==> config.mk <==
export PLATFORM = sky130hd
export DESIGN_NAME = imem_stream_loader
export DESIGN_NICKNAME = d
export VERILOG_FILES = /design/src/rtl/imem_stream_loader.sv
export SDC_FILE = /design/constraint.sdc
export NUM_CORES = 1
export LEC_CHECK = 0
export ABC_AREA = 1
export BUFFER_PORTS_ARGS = -buffer_cell sky130_fd_sc_hd__clkbuf_2
export CORE_AREA = 2 2 130 132
export DETAILED_ROUTE_END_ITERATION = 10
export DIE_AREA = 0 0 132 134
export GPL_ROUTABILITY_DRIVEN = 0
export PLACE_DENSITY = 0.6
export SYNTH_ARGS = -nofsm -noshare
export SYNTH_HDL_FRONTEND = slang
export SYNTH_SLANG_ARGS = --single-unit
export TNS_END_PERCENT = 1
==> constraint.sdc <==
create_clock -name clk -period 2.8 [get_ports clk]
set_input_delay 0.56 -clock clk [delete_from_list [all_inputs] [get_ports clk]]
set_output_delay 0.56 -clock clk [all_outputs]
set_load 0.005 [all_outputs]
==> src/rtl/imem_stream_loader.sv <==
// imem_stream_loader
//   Assembles a little-endian 32-bit instruction image from a byte stream and
//   writes it into IMEM, holding the core in reset until the image is complete.
//   Stream format: count[7:0], count[15:8], then count*4 data bytes.
//
// Optional feature macro: LOADER_CHECKSUM_EN
//   When defined, one trailing byte must equal the XOR of all header and data
//   bytes. On a match the load completes; otherwise it aborts.
//
// Ports:
//   clk           system clock
//   rst           asynchronous active-low reset
//   in_data       received byte
//   in_valid      in_data valid
//   in_ready      byte accepted this cycle when in_valid is also high
//   restart       pulse; leaves DONE/ERROR and re-arms the loader
//   imem_we       IMEM write strobe, one cycle per word
//   imem_waddr    IMEM byte address of the current word
//   imem_wdata    assembled instruction word
//   loader_done   image complete (sticky until restart)
//   core_rst_n    active-low core reset, mirrors loader_done
//   load_error    load aborted (sticky until restart)
//   words_loaded  words written in the current load
module imem_stream_loader #(
  parameter logic [31:0] BASE_ADDR      = 32'h0000_0000,
  parameter int unsigned MAX_WORDS      = 1024,
  parameter int unsigned TIMEOUT_CYCLES = 100000
) (
  input  logic        clk,
  input  logic        rst,
  input  logic [7:0]  in_data,
  input  logic        in_valid,
  output logic        in_ready,
  input  logic        restart,
  output logic        imem_we,
  output logic [31:0] imem_waddr,
  output logic [31:0] imem_wdata,
  output logic        loader_done,
  output logic        core_rst_n,
  output logic        load_error,
  output logic [15:0] words_loaded
);

  localparam int unsigned TmoW = $clog2(TIMEOUT_CYCLES);
  localparam logic [TmoW-1:0] TmoLast = TmoW'(TIMEOUT_CYCLES - 1);

`ifdef LOADER_CHECKSUM_EN
  typedef enum logic [2:0] {
    StHdrLo, StHdrHi, StData, StWrite, StChk, StDone, StError
  } state_e;
  localparam state_e StFinal = StChk;
`else
  typedef enum logic [2:0] {
    StHdrLo, StHdrHi, StData, StWrite, StDone, StError
  } state_e;
  localparam state_e StFinal = StDone;
`endif

  state_e            r_state, w_state_nxt;
  logic [15:0]       r_count, w_count_nxt;
  logic [1:0]        r_idx, w_idx_nxt;
  logic [31:0]       r_word, w_word_nxt;
  logic [31:0]       r_waddr, w_waddr_nxt;
  logic [15:0]       r_words, w_words_nxt;
  logic [TmoW-1:0]   r_tmo, w_tmo_nxt;
  logic              w_ready_state;
  logic              w_accept;
  logic              w_rearm;
  logic [15:0]       w_hdr_count;

  assign w_ready_state = (r_state == StHdrLo) || (r_state == StHdrHi) ||
`ifdef LOADER_CHECKSUM_EN
                         (r_state == StChk) ||
`endif
                         (r_state == StData);
  // Gate with the raw reset so in_ready is low while reset is held.
  assign in_ready    = rst & w_ready_state;
  assign w_accept    = in_valid & in_ready;
  assign w_rearm     = restart && ((r_state == StDone) || (r_state == StError));
  assign w_hdr_count = {in_data, r_count[7:0]};

`ifdef LOADER_CHECKSUM_EN
  logic [7:0] r_xor, w_xor_nxt;

  always_comb begin
    w_xor_nxt = r_xor;
    if (w_rearm) begin
      w_xor_nxt = 8'h00;
    end else if (w_accept && (r_state != StChk)) begin
      w_xor_nxt = r_xor ^ in_data;
    end
  end

  always_ff @(posedge clk or negedge rst) begin
    if (!rst) begin
      r_xor <= 8'h00;
    end else begin
      r_xor <= w_xor_nxt;
    end
  end
`endif

  always_comb begin
    w_state_nxt = r_state;
    w_count_nxt = r_count;
    w_idx_nxt   = r_idx;
    w_word_nxt  = r_word;
    w_waddr_nxt = r_waddr;
    w_words_nxt = r_words;
    w_tmo_nxt   = r_tmo;

    unique case (r_state)
      StHdrLo: begin
        // No timeout here: the loader may wait forever for a first byte.
        if (w_accept) begin
          w_count_nxt[7:0] = in_data;
          w_tmo_nxt        = '0;
          w_state_nxt      = StHdrHi;
        end
      end

      StHdrHi: begin
        if (w_accept) begin
          w_count_nxt = w_hdr_count;
          w_tmo_nxt   = '0;
          if (w_hdr_count == 16'd0) begin
            w_state_nxt = StFinal;
          end else if (32'(w_hdr_count) > MAX_WORDS) begin
            w_state_nxt = StError;
          end else begin
            w_state_nxt = StData;
          end
        end else if (r_tmo == TmoLast) begin
          w_state_nxt = StError;
        end else begin
          w_tmo_nxt = r_tmo + 1'b1;
        end
      end

      StData: begin
        if (w_accept) begin
          unique case (r_idx)
            2'd0: w_word_nxt[7:0]   = in_data;
            2'd1: w_word_nxt[15:8]  = in_data;
            2'd2: w_word_nxt[23:16] = in_data;
            2'd3: w_word_nxt[31:24] = in_data;
            default: ;
          endcase
          w_idx_nxt = r_idx + 2'd1;
          w_tmo_nxt = '0;
          if (r_idx == 2'd3) begin
            w_state_nxt = StWrite;
          end
        end else if (r_tmo == TmoLast) begin
          w_state_nxt = StError;
        end else begin
          w_tmo_nxt = r_tmo + 1'b1;
        end
      end

      StWrite: begin
        // imem_we is high for exactly this cycle; advance for the next word.
        w_words_nxt = r_words + 16'd1;
        w_waddr_nxt = r_waddr + 32'd4;
        w_idx_nxt   = 2'd0;
        if (w_words_nxt == r_count) begin
          w_state_nxt = StFinal;
        end else begin
          w_state_nxt = StData;
        end
      end

`ifdef LOADER_CHECKSUM_EN
      StChk: begin
        if (w_accept) begin
          w_tmo_nxt   = '0;
          w_state_nxt = (in_data == r_xor) ? StDone : StError;
        end else if (r_tmo == TmoLast) begin
          w_state_nxt = StError;
        end else begin
          w_tmo_nxt = r_tmo + 1'b1;
        end
      end
`endif

      StDone, StError: begin
        if (w_rearm) begin
          w_state_nxt = StHdrLo;
          w_words_nxt = 16'd0;
          w_idx_nxt   = 2'd0;
          w_waddr_nxt = BASE_ADDR;
          w_tmo_nxt   = '0;
        end
      end

      default: w_state_nxt = StHdrLo;
    endcase
  end

  always_ff @(posedge clk or negedge rst) begin
    if (!rst) begin
      r_state <= StHdrLo;
      r_count <= 16'd0;
      r_idx   <= 2'd0;
      r_word  <= 32'd0;
      r_waddr <= BASE_ADDR;
      r_words <= 16'd0;
      r_tmo   <= '0;
    end else begin
      r_state <= w_state_nxt;
      r_count <= w_count_nxt;
      r_idx   <= w_idx_nxt;
      r_word  <= w_word_nxt;
      r_waddr <= w_waddr_nxt;
      r_words <= w_words_nxt;
      r_tmo   <= w_tmo_nxt;
    end
  end

  assign imem_we      = (r_state == StWrite);
  assign imem_waddr   = r_waddr;
  assign imem_wdata   = r_word;
  assign loader_done  = (r_state == StDone);
  assign core_rst_n   = loader_done;
  assign load_error   = (r_state == StError);
  assign words_loaded = r_words;

endmodule

# [Word-level counts from Yosys, hierarchy flattened]
# Index checks and enable logic that the tools add are counted.
[classes] mux=24 div=0 n_addsub=4 shifts=0 order_cmp=1 multipliers=0 n_eq_ne=15 n_reduce_logical=22 n_bitwise=3
[op_table] cell="17-bit 2-to-1 mux" count=4
[op_table] cell="32-bit case mux with 2 select lines" count=1
[op_table] cell="17-bit case mux with 3 select lines" count=1
[op_table] cell="32-bit by 3-bit adder with 32-bit output, second input constant" count=1
[op_table] cell="32-bit 2-to-1 mux" count=1
[op_table] cell="16-bit case mux with 2 select lines" count=1
[op_table] cell="3-bit 2-to-1 mux" count=9
[op_table] cell="3-bit AND reduction" count=7
[op_table] cell="17-bit by 1-bit adder with 17-bit output, second input constant" count=1
[op_table] cell="17-bit equality test, second input constant" count=1
[op_table] cell="16-bit by 1-bit adder with 16-bit output, second input constant" count=1
[op_table] cell="16-bit equality test" count=1
[op_table] cell="16-bit by 11-bit > comparator with 1-bit output, second input constant" count=1
[op_table] cell="16-bit logical NOT" count=1
[op_table] cell="16-bit 2-to-1 mux" count=1
[op_table] cell="8-bit case mux with 2 select lines" count=1
[op_table] cell="3-bit case mux with 5 select lines" count=1
[op_table] cell="8-bit 2-to-1 mux" count=1
[op_table] cell="3-bit by 2-bit equality test with 1-bit output, second input constant" count=2
[op_table] cell="3-bit equality test, second input constant" count=2
[op_table] cell="2-bit != test, second input constant" count=3
[op_table] cell="2-bit case mux with 3 select lines" count=1
[op_table] cell="3-bit nonzero test" count=2
[op_table] cell="2-bit equality test, second input constant" count=2
[op_table] cell="16 further kinds" count=22
[word_totals] reg_bits=118 ramBits=0 word_cells=80 input_bits=12 latchBits=0 rom_bits=0 n_memories=0

# [Longest topological paths before layout]
# Gate-level depths: netlist of the first run.
[depth] depth_word=7 depth_mapped=17

# [Worst setup path after synthesis of the first run]
# Ideal clock, no wire load.
[synth_timing] path_kind="reg2reg" start="register r_state[1]" end="register r_tmo[7]" slack_ns=0.797 t_arrival_ns=1.930 path_stages_with_launch=15 path_cell_list="dfrtp_1 buf_4 inv_1 ha_1 inv_1 a21boi_4 nand2_4 a21oi_4 nand3_4 nand2_4 buf_6 nand2_4 nor2_4 nand2_1 a21oi_2"
[synth_via] elab_chain_cells=7
[synth_rtl] element="from (decl)" line="59" rtl="state_e r_state, w_state_nxt;"
[synth_rtl] element="from (signal assigned)" line="202" rtl="r_state <= StHdrLo;"
[synth_rtl] element="from (signal assigned)" line="210" rtl="r_state <= w_state_nxt;"
[synth_rtl] element="3-bit by 1-bit equality test with 1-bit output / 3-bit logical NOT (equally long branches)" line="71" rtl="assign w_ready_state = (r_state == StHdrLo) || (r_state == StHdrHi) ||"
[synth_rtl] element="1-bit logical OR" line="71"
[synth_rtl] element="1-bit logical OR *" line="71"
[synth_rtl] element="1-bit AND *" line="77" rtl="assign in_ready = rst & w_ready_state;"
[synth_rtl] element="via in_ready" line="33" rtl="output logic in_ready,"
[synth_rtl] element="1-bit AND *" line="78" rtl="assign w_accept = in_valid & in_ready;"
[synth_rtl] element="3-bit != test (no source line), or another cell as far along"
[synth_rtl] element="4-bit AND reduction (no source line) / 17-bit case mux with 3 select lines (equally long branches)"
[synth_rtl] element="to (signal assigned)" line="216" rtl="r_tmo <= w_tmo_nxt;"
[synth_rtl] element="to (decl)" line="65" rtl="logic [TmoW-1:0] r_tmo, w_tmo_nxt;"
# The timed path passes the listed nets; every way through them passes the cells marked *.
# A chain may end at the register's enable or synchronous reset.

# [Worst setup path in the final report of the first run]
[layout_timing] start="register r_words[0] (netlist: words_loaded[0])" end="register r_state[1]"
[layout_via] elab_chain_cells=4
[layout_rtl] element="from (decl)" line="64" rtl="logic [15:0] r_words, w_words_nxt;"
[layout_rtl] element="from (signal assigned)" line="215" rtl="r_words <= w_words_nxt;"
[layout_rtl] element="16-bit by 1-bit adder with 16-bit output" line="163" rtl="w_words_nxt = r_words + 16'd1;"
[layout_rtl] element="16-bit equality test" line="166" rtl="if (w_words_nxt == r_count) begin"
[layout_rtl] element="3-bit 2-to-1 mux" line="166"
[layout_rtl] element="3-bit case mux with 5 select lines" line="112" rtl="unique case (r_state)"
# Every way passes these cells.

==> impl_metrics.csv, run 1 <==
group,metric,value,unit
run_status,outcome,"complete, no violations",
timing,max_slew_margin,0.417,
clock_tree,cts_buffers,17,
layout,nFillCells,1564,
synthesis,yosys.area.top_type,"dfrtp_1",
critical_path,rrSetupSlack,0.45,ns
timing,fin_ws,0.448,ns
clock_tree,postCtsSetupBuffers,0,
synthesis,yosysWarnings,0,
clock_tree,cts.repair.resized,0,
layout,regArea,2900,sq um
critical_path,path_common_cell,"nand2_1",
power,combPwrFrac,0.294,
power,swShare,0.366,
clock_tree,cts_root_buf,"clkbuf_16",
clock_tree,cts.sinks,116,
min_path,min_path_type,"primary input to asynchronous set/reset pin",
global_route,gr-total-overflow,0,
flow_run,max_cap_viol_count,0,
clock_tree,cts_buffer_depth,2,
synthesis,ys.flop_type,"dfrtp_1",
clock_tree,clk_latency,0.42,ns
die,dieArea,17700,sq um
timing,max_freq,425,MHz
power,p_int,4420,uW
detailed_routing,vias,5937,
synthesis,mappedNetlistArea,6420,sq um
synthesis,synth_commonest_cells,"nand2_1, dfrtp_1, inv_1",
layout,multi_input_area,3040,sq um
critical_path,crit_path_end_kind,"flip-flop",
timing,hold-worst-slack,0.380,ns
die,start_util,0.394,
synthesis,ys_types,40,
detailed_routing,totalWireLength,16800,um
timing,final_hold_viol_count,0,
critical_path,worst_path_largest_cell_delay,0.48,ns
power,leakage,0.00379,uW
placed_design,hpwl,12300,um
critical_path,start_kind,"flip-flop",
global_route,grt_usage,0.197,
global_route,grt_first_pass_wirelength,27900,um
layout,num-nets-final,977,
detailed_routing,routedWlPerCell,14.2,um
layout,syn2layout_area_growth,21.1,%
die,num_rows,47,
layout,stdcell_count,1188,
timing,worst_pin_slew,0.874,ns
power,max-vdd-ir-drop,0.485,mV
placed_design,port_buffers,94,
critical_path,crit_type,"flip-flop to flip-flop",
global_route,grt_antenna_before_repair,0,
synthesis,yosys-top-cells-area,"dfrtp_1, nand2_1, o21ai_0, inv_1, nand3_1",
timing,maxSlewViolCount,0,
synthesis,synth_edf_count,0,
critical_path,cp_num_buf_inv,0,
clock_tree,clkTransAtPathRegs,0.06,ns
global_route,first_global_vias,5370,
critical_path,worstReg2RegEnd,"r_state[1]$_DFFE_PN0P_",
critical_path,path_max_fanout,8,
layout,drive_gt1_frac,0.164,
timing,final.period_utilization,0.840,
timing,finClkSkew,0.00644,ns
global_route,grt_max_degree,69,
synthesis,yosysSeqAreaShare,0.452,
synthesis,synth_top_area_frac,0.452,
critical_path,cp_top_family,"simple AND/OR/NAND/NOR gates",
critical_path,crit_chain,"ha_1 > nand2_1 > nor2_1 > nand3_1 > nand2_1 > nand2_1 > nand2_1 > nand3_1 > nor2_1 > nand3_1 > nand2_1 > nand2_1 > nand2_1 > nand2_1",
synthesis,avgSynthCellArea,7.54,sq um
power,p_sw,2550,uW
synthesis,synthCells,852,
die,ios,97,
clock_tree,cts_tree,"yes",
placed_design,placedCellCount,1156,
timing,finalSetupViolCount,0,
placed_design,place_worst_setup_slack,0.465,ns
critical_path,crit_slowest_cell,"dfrtp_1",
layout,antennaDiodeCount,0,
synthesis,synth_seq_cells,116,
synthesis,async_reset_ff_frac,1.00,
timing,period_minus_slack,2.35,ns
critical_path,r2r_start,"words_loaded[0]$_DFFE_PN0P_",
detailed_routing,drtPass1Iterations,5,
clock_tree,ctsHoldBuffers,0,
critical_path,arrival,2.66,ns
die,die_x,132,um
power,power_frac_seq,0.363,
critical_path,reg2regPathDepth,14,
die,die_h,134,um
power,power.density,895,nW/um^2
timing,finalSetupTns,0,ns
detailed_routing,ant_nets,0,
detailed_routing,first_iter_violations,475,
synthesis,yosysMostFrequentCell,"nand2_1",
timing,grt_setup_unrepaired,"false",
critical_path,worstPathRequired,3.11,ns
power,pwr-share-clk,0.343,
detailed_routing,drc_errors,0,
die,core_area,16300,sq um
clock_tree,htree_num_levels,4,
detailed_routing,avgViaCountPerCell,5.00,
-- power groups by stage --
stage | registers [uW] | logic [uW] | clock network, uW
3_5_place_dp | 2550 | 2060 | 0
4_1_cts | 2530 | 2070 | 2430
5_1_grt | 2600 | 2370 | 2500
6_report | 2530 | 2050 | 2390
3_3_place_gp | 2560 | 2030 | 0
2_1_floorplan | 2480 | 1380 | 0
-- stage by stage --
step | total power (uW) | util | cell area, sq um
floorplan | 3860 | - | 6430
global placement | 4580 | 0.438 | 7140
detailed placement | 4610 | 0.438 | 7140
CTS | 7030 | 0.478 | 7780
global route | 7470 | 0.478 | 7780
finish | 6970 | 0.478 | 7780
-- cell families (layout without fill, tap and decap cells) --
logic type,count (synthesis),after routing,synth area share
AOI/OAI and AO/OA,137,137,0.119
and+or+nand+nor,454,454,0.316
DFF,116,116,0.452
buffers and inverters,123,238,0.0758
xor gates and xnor gates,11,11,0.0171
adders and majority gates,10,10,0.0195
other,1,2,0.000584
-- registers in the layout, indices dropped and copies added, names as in the netlist --
name	count
imem_waddr	30
imem_wdata	32
r_count	16
r_idx	2
r_state	3
r_tmo	17
words_loaded	16
-- worst register-to-register path, cell delays in order (launching register included) --
cell and delay, ns:
dfrtp_1 0.48, ha_1 0.24, nand2_1 0.10, nor2_1 0.42, nand3_1 0.22, nand2_1 0.16, nand2_1 0.06, nand2_1 0.06
nand3_1 0.06, nor2_1 0.10, nand3_1 0.09, nand2_1 0.09, nand2_1 0.05, nand2_1 0.05, nand2_1 0.05
-- metal layers --
metal  vias to the layer above  wire [um]  global-route usage
li1                       3024          -                   -
met1                      2762       8340               0.286
met2                       137       7480               0.294
met3                        14        852              0.0469
met4                         0        176              0.0568
met5                         -          0                   0
-- layout by cell type, fill, tap and decap left out, drive strengths merged, types with 4 or more instances in the layout --
| cell type | instances |
|---|---|
| o22ai | 14 |
| bufinv | 4 |
| nand4 | 26 |
| ha | 10 |
| xor2 | 8 |
| buf | 8 |
| o21ai | 80 |
| nand2 | 244 |
| nor3 | 24 |
| nand3 | 70 |
| a21oi | 29 |
| clkbuf | 110 |
| nor4 | 7 |
| o31ai | 4 |
| dfrtp | 116 |
| nor2 | 79 |
| inv | 112 |
-- area by class of cell --
cell class                      instances  share of cell area
Clock buffer                           17              0.0547
Clock inverter                         15              0.0278
Inverter                              105              0.0508
Multi-Input combinational cell        614               0.391
Sequential cell                       116               0.373
Tap cell                              220              0.0354
Timing Repair Buffer                  101              0.0675
-- worst max path at each step --
stage | from | to | slack (ns) | cells past startpoint
floorplan | r_state[1]$_DFFE_PN0P_ | r_tmo[7]$_DFFE_PN0P_ | 0.80 | 14
global placement | words_loaded[0]$_DFFE_PN0P_ | r_state[1]$_DFFE_PN0P_ | 0.48 | 14
detailed placement | words_loaded[0]$_DFFE_PN0P_ | r_state[1]$_DFFE_PN0P_ | 0.47 | 14
CTS | words_loaded[0]$_DFFE_PN0P_ | r_state[1]$_DFFE_PN0P_ | 0.45 | 14
global route | words_loaded[0]$_DFFE_PN0P_ | r_state[2]$_DFFE_PN0P_ | 0.11 | 15
finish | words_loaded[0]$_DFFE_PN0P_ | r_state[1]$_DFFE_PN0P_ | 0.45 | 14
Power figures use the tool's default switching activity.
==> run 2: changes to the inputs <==
--- a/config.mk
+++ b/config.mk
@@ -11,7 +11,7 @@
 export DETAILED_ROUTE_END_ITERATION = 10
 export DIE_AREA = 0 0 132 134
 export GPL_ROUTABILITY_DRIVEN = 0
-export PLACE_DENSITY = 0.6
+export PLACE_DENSITY = 0.62
 export SYNTH_ARGS = -nofsm -noshare
 export SYNTH_HDL_FRONTEND = slang
 export SYNTH_SLANG_ARGS = --single-unit
==> constraint.sdc (replaced) <==
create_clock -name clk -period 2 [get_ports clk]
set_input_delay 0.4 -clock clk [delete_from_list [all_inputs] [get_ports clk]]
set_output_delay 0.4 -clock clk [all_outputs]
set_load 0.005 [all_outputs]
==> run 2 against run 1 <==
Maximum frequency rose by 19%. Combinational power rose by 78%. Non-clock buffer count rose by 71. First-iteration DRC count rose by 4.0%. Critical path type unchanged. Largest cell class unchanged. Largest power group is now combinational cells. Highest routed layer unchanged.
==> impl_metrics.csv, run 2 (synthesized netlist as in run 1, its figures left out) <==
group,metric,value,unit
die,die_x,132,um
critical_path,crit_type,"flip-flop to flip-flop",
layout,multi_input_area,3210,sq um
timing,worst_pin_slew,0.650,ns
layout,num-nets-final,1048,
critical_path,path_common_cell,"nand2_4",
clock_tree,cts_root_buf,"clkbuf_16",
timing,finalSetupViolCount,0,
power,leakage,0.00413,uW
global_route,grt_first_pass_wirelength,29200,um
layout,final_cell_mix,"nand2_1, dfrtp_1, inv_1",
placed_design,hpwl,12600,um
global_route,grt_usage,0.205,
clock_tree,htree_num_levels,4,
critical_path,worst_path_largest_cell_delay,0.45,ns
critical_path,crit_path_end_kind,"flip-flop",
timing,fin_ws,0.0212,ns
critical_path,path_max_fanout,6,
clock_tree,cts_buffer_depth,2,
clock_tree,clk_latency,0.42,ns
timing,grt_setup_unrepaired,"true",
global_route,gr-total-overflow,0,
clock_tree,cts_buffers,17,
timing,finClkSkew,0.0109,ns
layout,largest_reg_flops,32,
die,core_area,16300,sq um
global_route,grt_antenna_before_repair,0,
die,ios,97,
global_route,first_global_vias,5861,
detailed_routing,vias,6313,
power,max-vdd-ir-drop,0.734,mV
placed_design,port_buffers,94,
clock_tree,clkTransAtPathRegs,0.06,ns
critical_path,arrival,2.33,ns
die,num_rows,47,
critical_path,crit_slowest_cell,"dfrtp_2",
layout,layout_commonest_cell,"nand2_1",
timing,max_slew_margin,0.566,
flow_run,max_cap_viol_count,0,
layout,regArea,2910,sq um
layout,stdcell_count,1259,
timing,final_hold_viol_count,0,
timing,final.period_utilization,0.989,
min_path,min_path_type,"primary input to asynchronous set/reset pin",
die,start_util,0.394,
layout,nFillCells,1585,
critical_path,worstPathRequired,2.35,ns
detailed_routing,avgViaCountPerCell,5.01,
detailed_routing,drc_errors,0,
critical_path,start_kind,"flip-flop",
timing,max_freq,505,MHz
layout,antennaDiodeCount,0,
die,dieArea,17700,sq um
placed_design,placedCellCount,1215,
global_route,grt_max_degree,117,
detailed_routing,drtPass1Iterations,5,
detailed_routing,totalWireLength,17800,um
run_status,outcome,"complete, no violations",
clock_tree,cts_tree,"yes",
detailed_routing,routedWlPerCell,14.1,um
timing,maxSlewViolCount,0,
detailed_routing,ant_nets,0,
clock_tree,cts.sinks,116,
placed_design,place_worst_setup_slack,-0.0389,ns
critical_path,crit_chain,"inv_4 > ha_4 > inv_2 > a21boi_4 > nand2_4 > a21oi_4 > nand3_4 > nand2_8 > buf_12 > nand2_4 > nor2_4 > nand2_2 > a21oi_2",
layout,syn2layout_area_growth,32.3,%
power,power.density,1210,nW/um^2
layout,drive_gt1_frac,0.260,
die,die_h,134,um
detailed_routing,first_iter_violations,494,
timing,period_minus_slack,1.98,ns
-- run 2: cell count changes in the layout (fill, tap and decap cells not counted), sizes merged --
cell,before,now
buf,8,78
bufinv,4,2
inv,112,107
clkinv,3,7
clkinvlp,1,2
clkbuf,110,113
-- run 2: routing by layer --
layer,up-vias,share of wire,global-route usage
li1,3170,-,-
met3,13,0.045,0.0370
met5,-,0,0
met1,2956,0.49,0.293
met4,0,0.0081,0.0640
met2,174,0.46,0.319
-- run 2: where the power goes --
group	switching [uW]	total [uW]	internal, uW
Clock	1190	3070	1880
Sequential	567	3530	2960
Combinational	2010	3650	1640
-- run 2: path summary, 6_finish.rpt --
| kind | start | slack (ns) | cells past startpoint | to |
|---|---|---|---|---|
| setup / recovery | r_state[2]$_DFFE_PN0P_ | 0.02 | 13 | r_tmo[7]$_DFFE_PN0P_ |
| hold / removal | rst | 0.06 | 2 | r_tmo[15]$_DFFE_PN0P_ |
| setup reg to reg | r_state[2]$_DFFE_PN0P_ | 0.02 | 13 | r_tmo[7]$_DFFE_PN0P_ |
| hold reg to reg | imem_wdata[21]$_DFFE_PN0P_ | 0.48 | 2 | imem_wdata[21]$_DFFE_PN0P_ |
| max in group asynchronous | rst | 1.39 | 2 | imem_waddr[5]$_DFFE_PN0P_ |
| min in group clk | in_data[7] | 0.39 | 3 | imem_wdata[23]$_DFFE_PN0P_ |
-- run 2: per-stage QoR --
stage                util  hold slack (ns)  cell area (sq um)  setup TNS [ns]  power, uW
finish              0.522           0.0561               8500               0      10200
global route        0.522            0.156               8500           -1.02      11000
CTS                 0.504            0.120               8210         -0.0425      10000
detailed placement  0.467            0.473               7610          -0.106       6900
global placement    0.467            0.467               7610         -0.0291       6860
floorplan               -            0.104               6430               0       5400
-- run 2: area by class of cell --
class | count | area share
Clock inverter | 13 | 0.0177
Sequential cell | 116 | 0.342
Clock buffer | 19 | 0.0521
Multi-Input combinational cell | 614 | 0.378
Timing Repair Buffer | 172 | 0.131
Inverter | 105 | 0.0467
Tap cell | 220 | 0.0324
-- run 2: critical path, delay by kind of cell, from the launching register on --
kind | cells | cell delay [ns]
DFF | 1 | 0.45
buffers and inverters | 3 | 0.26
and+or+nand+nor | 6 | 0.52
AOI/OAI and AO/OA | 3 | 0.50
adders and majority gates | 1 | 0.15
-- run 2: what timing repair did --
| action | CTS | global route |
|---|---|---|
| gates resized for setup | 4 | 54 |
| hold buffers | 0 | 0 |
| endpoints found under the setup margin | 35 | 80 |
| setup buffers | 0 | 11 |
| pin swaps | 1 | 18 |
| gates cloned | 0 | 1 |
==> run 3: changes to the inputs <==
--- a/config.mk
+++ b/config.mk
@@ -6,12 +6,13 @@
 export NUM_CORES = 1
 export LEC_CHECK = 0
 export ABC_AREA = 1
-export BUFFER_PORTS_ARGS = -buffer_cell sky130_fd_sc_hd__clkbuf_2
-export CORE_AREA = 2 2 130 132
+export BUFFER_PORTS_ARGS = -buffer_cell sky130_fd_sc_hd__buf_2
+export CAP_MARGIN = 0
+export CORE_AREA = 2 2 115 117
 export DETAILED_ROUTE_END_ITERATION = 10
-export DIE_AREA = 0 0 132 134
+export DIE_AREA = 0 0 117 119
 export GPL_ROUTABILITY_DRIVEN = 0
-export PLACE_DENSITY = 0.62
+export PLACE_DENSITY = 0.76
 export SYNTH_ARGS = -nofsm -noshare
 export SYNTH_HDL_FRONTEND = slang
 export SYNTH_SLANG_ARGS = --single-unit
==> run 3 against run 2 <==
The run now ends with negative setup slack left. Via count increased by 2.5%. Count of clock-buffer cells in the layout down 1. Critical path type is now flip-flop to primary output. Largest cell class unchanged. Highest routed layer unchanged. Critical path depth is 6 lower.
==> impl_metrics.csv, run 3 (synthesized netlist as in run 1, its figures left out) <==
group,metric,value,unit
timing,period_minus_slack,2.03,ns
clock_tree,ctsHoldBuffers,0,
layout,num-nets-final,1042,
global_route,first_global_vias,5909,
run_status,violations,"negative setup slack",
layout,largest_reg_flops,32,
timing,worst_pin_slew,0.615,ns
critical_path,rrSetupSlack,0,ns
placed_design,hpwl,12000,um
critical_path,crit_path_end_kind,"primary output",
clock_tree,htree_num_levels,4,
detailed_routing,drtPass1Iterations,5,
global_route,grt_usage,0.254,
detailed_routing,first_iter_violations,568,
timing,fin_ws,-0.0338,ns
die,dieArea,13900,sq um
detailed_routing,totalWireLength,17600,um
clock_tree,cts.sinks,116,
critical_path,arrival,1.63,ns
power,max-vdd-ir-drop,0.737,mV
die,ios,97,
global_route,grt_antenna_before_repair,0,
detailed_routing,routedWlPerCell,14.6,um
detailed_routing,avgViaCountPerCell,5.36,
clock_tree,clkTransAtPathRegs,0.06,ns
die,num_rows,42,
timing,hold-worst-slack,0.0713,ns
detailed_routing,ant_nets,0,
global_route,gr-total-overflow,0,
layout,antennaDiodeCount,0,
timing,max_slew_margin,0.590,
power,leakage,0.00421,uW
timing,maxSlewViolCount,0,
flow_run,max_cap_viol_count,0,
run_status,outcome,"finished, violations left",
global_route,grt_max_degree,117,
critical_path,crit_type,"flip-flop to primary output",
placed_design,port_buffers,94,
timing,finalSetupViolCount,1,
die,core_area,12900,sq um
clock_tree,cts_buffer_depth,2,
detailed_routing,drc_errors,0,
die,start_util,0.499,
critical_path,start_kind,"flip-flop",
critical_path,path_max_fanout,4,
die,die_h,119,um
detailed_routing,vias,6469,
clock_tree,cts_tree,"yes",
layout,layout_commonest_cell,"nand2_1",
clock_tree,clk_latency,0.42,ns
layout,syn2layout_area_growth,32.0,%
timing,final_hold_viol_count,0,
timing,max_freq,492,MHz
timing,grt_setup_unrepaired,"true",
timing,final.period_utilization,1.02,
min_path,min_path_type,"primary input to asynchronous set/reset pin",
layout,final_cell_mix,"nand2_1, dfrtp_1, inv_1",
layout,drive_gt1_frac,0.266,
global_route,grt_first_pass_wirelength,28100,um
power,power.density,1230,nW/um^2
timing,finClkSkew,0.00680,ns
clock_tree,cts_root_buf,"clkbuf_16",
critical_path,worstPathRequired,1.60,ns
clock_tree,cts_buffers,17,
die,die_x,117,um
placed_design,place_worst_setup_slack,-0.0622,ns
==> run 3: per-layer routing <==
| layer | vias up | track usage | part of all wire |
|---|---|---|---|
| li1 | 3152 | - | - |
| met1 | 3028 | 0.366 | 0.44 |
| met2 | 249 | 0.383 | 0.47 |
| met3 | 40 | 0.0448 | 0.062 |
| met4 | 0 | 0.0963 | 0.024 |
| met5 | - | 0 | 0 |
==> run 3: path summary, 6_finish.rpt <==
check | start | to | depth (start not counted)
setup / recovery | r_state[2]$_DFFE_PN0P_ | in_ready | 7
max in group asynchronous | rst | words_loaded[1]$_DFFE_PN0P_ | 2
hold / removal | rst | r_tmo[16]$_DFFE_PN0P_ | 2
setup reg to reg | r_state[2]$_DFFE_PN0P_ | r_tmo[4]$_DFFE_PN0P_ | 12
min in group clk | in_valid | r_tmo[16]$_DFFE_PN0P_ | 4
hold reg to reg | imem_wdata[12]$_DFFE_PN0P_ | imem_wdata[12]$_DFFE_PN0P_ | 2
==> run 3: critical path, cell delays in order, from the launching register on <==
cell and delay (ns):
dfrtp_2 0.44, inv_4 0.10, ha_4 0.15, inv_2 0.04, a21boi_4 0.17, buf_4 0.13
buf_4 0.09, buf_2 0.10
==> run 3: power by group <==
group	internal, uW	switching (uW)
sequential	2970	589
clock	2200	1100
combinational	1560	2020
==> run 3: timing repair <==
action | in CTS | in global routing
setup endpoints to repair | 22 | 76
pin swaps | 1 | 31
gates cloned | 0 | 0
setup buffers | 1 | 21
gates resized for setup | 2 | 74
==> run 3: through the flow <==
step | instances | util | TNS [ns] | instance area (sq um) | power [uW]
finish | 1208 | 0.659 | -0.0338 | 8480 | 10400
global route | 1208 | 0.659 | -1.08 | 8480 | 11100
CTS | 1187 | 0.627 | -0.00246 | 8070 | 10100
detailed placement | 1155 | 0.576 | -0.0847 | 7420 | 6680
global placement | 1155 | 0.576 | 0 | 7420 | 6590
floorplan | 853 | - | 0 | 6430 | 5400
==> run 3: area by class of cell <==
type / count / area, sq um
sequential: 116 / 2910
tap: 176 / 220
clock buffer: 18 / 429
inverter: 105 / 408
fill: 1057 / 4390
multi-input combinational: 614 / 3270
timing repair buffer: 166 / 1040
clock inverter: 13 / 206
